File: src/rtl/timer_dev.sv
// timer_dev: memory-mapped programmable down-counter timer with one-shot and auto-reload modes
// Ports: clk, reset (async, active-high), Addr/WD/Wr from the system bridge,
//        RD combinational read data back to the bridge, IRQ = IM & expiry flag.
// Map (Addr[3:2]): 0 CTRL {IM,Mode[1:0],En}, 1 PRESET, 2 COUNT (RO), 3 reserved.
module timer_dev #(
  parameter int ADDR_WD = 4
) (
  input  logic               clk,
  input  logic               reset,
  input  logic [ADDR_WD-1:0] Addr,
  input  logic [31:0]        WD,
  input  logic               Wr,
  output logic [31:0]        RD,
  output logic               IRQ
);
  typedef enum logic [1:0] {S_IDLE, S_LOAD, S_CNT, S_INT} state_t;
  state_t      r_state;
  logic [3:0]  r_ctrl;
  logic [31:0] r_preset;
  logic [31:0] r_count;
  logic        r_flag;
  logic [1:0]  w_sel;
  logic        w_wr_ctrl;
  logic        w_wr_pre;
  logic        w_expire;
  logic        w_reload;
  logic        w_unused;
  assign w_sel     = Addr[3:2];
  assign w_wr_ctrl = Wr && w_sel == 2'd0;
  assign w_wr_pre  = Wr && w_sel == 2'd1;
  assign w_expire  = r_state == S_CNT && r_ctrl[0] && r_count == '0;
  assign w_reload  = r_state == S_INT && r_ctrl[2:1] == 2'd1;
  assign w_unused  = &{1'b0, Addr};
  assign RD  = w_sel == 2'd0 ? {28'b0, r_ctrl} :
               w_sel == 2'd1 ? r_preset :
               w_sel == 2'd2 ? r_count : '0;
  assign IRQ = r_ctrl[3] & r_flag;
  always_ff @(posedge clk or posedge reset) begin
    if (reset) begin
      r_state  <= S_IDLE;
      r_ctrl   <= '0;
      r_preset <= '0;
      r_count  <= '0;
      r_flag   <= 1'b0;
    end else begin
      case (r_state)
        S_IDLE: r_state <= r_ctrl[0] ? S_LOAD : S_IDLE;
        S_LOAD: begin
          r_count <= r_preset;
          r_state <= S_CNT;
        end
        S_CNT: begin
          if (!r_ctrl[0]) r_state <= S_IDLE;
          else if (r_count == '0) r_state <= S_INT;
          else r_count <= r_count - 32'd1;
        end
        default: begin
          r_state <= w_reload ? S_LOAD : S_IDLE;
          if (!w_reload) r_ctrl[0] <= 1'b0;
        end
      endcase
      // a software CTRL write lands after the hardware En clear so it wins;
      // an expiry in the same cycle as a CTRL write still sets the flag
      r_flag <= w_expire ? 1'b1 : (w_wr_ctrl || w_reload) ? 1'b0 : r_flag;
      if (w_wr_ctrl) r_ctrl <= WD[3:0];
      if (w_wr_pre) r_preset <= WD;
    end
  end
endmodule

File: config.mk
export PLATFORM = sky130hd
export DESIGN_NAME = timer_dev
export DESIGN_NICKNAME = d
export VERILOG_FILES = /design/src/rtl/timer_dev.sv
export SDC_FILE = /design/constraint.sdc
export NUM_CORES = 1
export LEC_CHECK = 0
export BUFFER_PORTS_ARGS = -buffer_cell sky130_fd_sc_hd__buf_4
export CELL_PAD_IN_SITES_DETAIL_PLACEMENT = 0
export CELL_PAD_IN_SITES_GLOBAL_PLACEMENT = 1
export CORE_UTILIZATION = 39
export DETAILED_ROUTE_END_ITERATION = 10
export PLACE_DENSITY = 0.73
export REMOVE_ABC_BUFFERS = 1
export SYNTH_ARGS = -nofsm -noshare
export SYNTH_HDL_FRONTEND = slang
export SYNTH_SLANG_ARGS = --single-unit
File: constraint.sdc
create_clock -name clk -period 2.55 [get_ports clk]
set_input_delay 0.3825 -clock clk [delete_from_list [all_inputs] [get_ports clk]]
set_output_delay 0.3825 -clock clk [all_outputs]
set_load 0.01 [all_outputs]
==> impl_metrics.json <==
{
  "outcome": "complete, no violations",
  "root_buffer": "clkbuf_8",
  "ys.flop_type": "dfrtp_1",
  "cp-end-kind": "flop",
  "synth-xor-area-share_pct": 0,
  "power.net_switching_mw": 1.93,
  "ant_nets": 0,
  "h-tree-depth": 3,
  "clock_skew_ns": 0.0107,
  "leakagePower_nw": 2.14,
  "cts_inserted_buffers": 9,
  "die_h_um": 103,
  "timing.final.crit_share_pct": 95.1,
  "worst_pin_slew_ns": 0.726,
  "yosysSeqAreaShare_pct": 44.5,
  "drt_iter0_drc": 206,
  "dr_wl_met2_um": 4740,
  "critPathRequiredTime_ns": 2.76,
  "overflow": 0,
  "slew_headroom_pct": 51.3,
  "antenna_found_initial": 0,
  "drive_gt1_share_pct": 32.4,
  "crit_path_max_incr_delay_ns": 0.57,
  "path_cells": "or4_4, or2_2, or4_1, o311ai_0, o211ai_1",
  "grt_pass1_wl_um": 17300,
  "yosys_register_bits": 71,
  "vdd_ir_drop_max_mv": 0.425,
  "rsz0062_at_grt": "no",
  "synth-simple-area-share_pct": 14.3,
  "wl_per_cell_um": 16.8,
  "power_mw": 4.96,
  "p_per_area_nw_per_um2": 988,
  "p_seq_share_pct": 39.4,
  "via_count": 3512,
  "min_period_ns": 2.42,
  "chipWidth_um": 103,
  "place_hpwl_um": 7090,
  "drc": 0,
  "power.share.clock_pct": 21.1,
  "worstPathArrival_ns": 2.64,
  "layout_commonest_cell": "buf_4",
  "fin_hold_ws_ns": 0.258,
  "area_delta_synth_final_pct": 25.5,
  "yosysUniqueCellTypes": 49,
  "syn_inst": 415,
  "postLayoutCellArea_um2": 5010,
  "synth-compound-area-share_pct": 25.5,
  "grt_max_degree": 39,
  "place_inst": 610,
  "p_comb_share_pct": 39.4,
  "cp_top_family": "simple AND/OR/NAND/NOR gates",
  "dieArea_um2": 10600,
  "startpoint_type": "flop",
  "synth-edff-count": 0,
  "yosys_warnings": 0,
  "core-area_um2": 9860,
  "ios": 72,
  "clockBufferDepth": 2,
  "wl_um": 10600,
  "ys_async_sr_fraction_pct": 100,
  "gp_congestion": 0.818,
  "viasPerCell": 5.57,
  "finalNonFillerCells": 630,
  "synthMuxAreaShare_pct": 10.6,
  "met3WireLength_um": 367,
  "sw_frac_of_total_pct": 38.9,
  "critPathKind": "reg2reg",
  "numClockSinks": 71,
  "first_global_vias": 3326,
  "fmax_mhz": 412,
  "firstDrtPassIters": 4,
  "placed_area_um2": 4740,
  "holdCritPathClass": "in2reg",
  "path_max_fanout": 5,
  "slew_violations": 0,
  "worstPathBufferInverterCount": 0,
  "track_usage_pct": 21.1,
  "clkTransAtPathRegs_ns": 0.08,
  "fin_nets": 532,
  "setup_viol": 0,
  "synth_fa_ha_area_share_pct": 0.313,
  "wl_met1_um": 5370,
  "top_layer_used": "met4",
  "num-fill-cells": 933,
  "tritoncts": "built",
  "syn-cell-area_um2": 3990,
  "drv_cap": 0,
  "final_cell_mix": "buf_4 (97), dfrtp_1 (71), o21ai_0 (39)",
  "initial_core_util_pct": 40.5,
  "synth_top_family_by_area": "compound AO/OA/AOI/OAI gates",
  "synth_area_per_cell_um2": 9.62,
  "p_int_mw": 3.03,
  "num_rows": 36,
  "worst_path_max_delay_cell": "or4_4",
  "finalHoldViolations": 0,
  "io_buffers": 69,
  "n_antenna_cell": 0,
  "clk_latency_ns": 0.35
}
-- path summary, 6_finish.rpt --
| path | end | cells past startpoint | slack, ns | start |
|---|---|---|---|---|
| setup / recovery | r_count[31] | 5 | 0.13 | r_count[24] |
| hold / removal | r_preset[7] | 2 | 0.26 | WD[7] |
| setup reg to reg | r_count[31] | 5 | 0.13 | r_count[24] |
| hold reg to reg | r_flag | 2 | 0.52 | r_flag |
| max in group asynchronous | r_count[14] | 4 | 1.37 | reset |
| min in group asynchronous | r_preset[8] | 3 | 0.55 | reset |
-- registers in the layout, indices dropped and copies added (netlist names) --
register and cells:
r_count 32, r_ctrl 4, r_flag 1, r_preset 32, r_state 2
-- power by group through the flow --
stage	clock [mW]	combinational, mW	sequential [mW]
after floorplan	0	1.28	1.83
after global placement	0	1.89	1.95
after detailed placement	0	1.93	1.96
after CTS	1.07	1.94	1.94
after global routing	1.12	2.20	2.01
final	1.05	1.95	1.95
-- synth_stat cells, types with 4 or more instances --
| library cell | count | area [µm²] |
|---|---|---|
| nor3_1 | 14 | 70.1 |
| nor2_1 | 26 | 97.6 |
| buf_1 | 5 | 18.8 |
| inv_1 | 9 | 33.8 |
| nor2b_1 | 5 | 31.3 |
| a22oi_1 | 7 | 52.6 |
| a22o_1 | 31 | 272 |
| nand4_1 | 4 | 25.0 |
| mux2i_1 | 4 | 40.0 |
| mux2_2 | 34 | 383 |
| a31oi_1 | 9 | 56.3 |
| nor4_1 | 9 | 56.3 |
| clkbuf_1 | 21 | 78.8 |
| nand2_1 | 26 | 97.6 |
| o21ai_0 | 39 | 195 |
| or3_1 | 4 | 25.0 |
| a21oi_1 | 27 | 135 |
| o22ai_1 | 4 | 25.0 |
| o21ai_1 | 6 | 30.0 |
| buf_6 | 4 | 45.0 |
| nand3_1 | 8 | 40.0 |
| dfrtp_1 | 71 | 1780 |
-- repair_timing --
| action | 4_1_cts | 5_1_grt |
|---|---|---|
| buffers inserted | 0 | 3 |
| hold endpoints to repair | 4 | 0 |
| hold buffers | 1 | 0 |
| setup endpoints to repair | 0 | 14 |
| gates resized for setup | 0 | 3 |
-- area by class of cell --
| type | count | area [µm²] | share of cell area, % |
|---|---|---|---|
| clock inverter | 5 | 80.1 | 1.60 |
| timing repair buffer | 99 | 758 | 15.1 |
| multi-input combinational | 302 | 2050 | 40.8 |
| tap | 133 | 166 | 3.32 |
| sequential | 71 | 1780 | 35.4 |
| clock buffer | 11 | 151 | 3.02 |
| inverter | 9 | 33.8 | 0.674 |
-- metrics by stage --
step	setup TNS [ns]	util, %	setup WS (ns)
after global routing	0	50.8	0.0121
after global placement	0	48.0	0.146
final	0	50.8	0.126
after CTS	0	50.5	0.0812
after detailed placement	0	48.0	0.117
after floorplan	-32.04	-	-0.751
-- metal layers --
| layer | up-vias | GRT usage [%] |
|---|---|---|
| li1 | 1729 | - |
| met1 | 1698 | 30.8 |
| met2 | 79 | 32.8 |
| met3 | 6 | 3.29 |
| met4 | 0 | 5.53 |
| met5 | - | 0 |
-- cells by family (layout without fill, tap and decap cells) --
group           Yosys count  in the layout
fa+ha+maj                 1              1
flops                    71             71
simple gates            113            113
buf+inv                  42            124
mux                      38             38
compound gates          150            150
No activity file was read; power rests on OpenSTA's default activity.
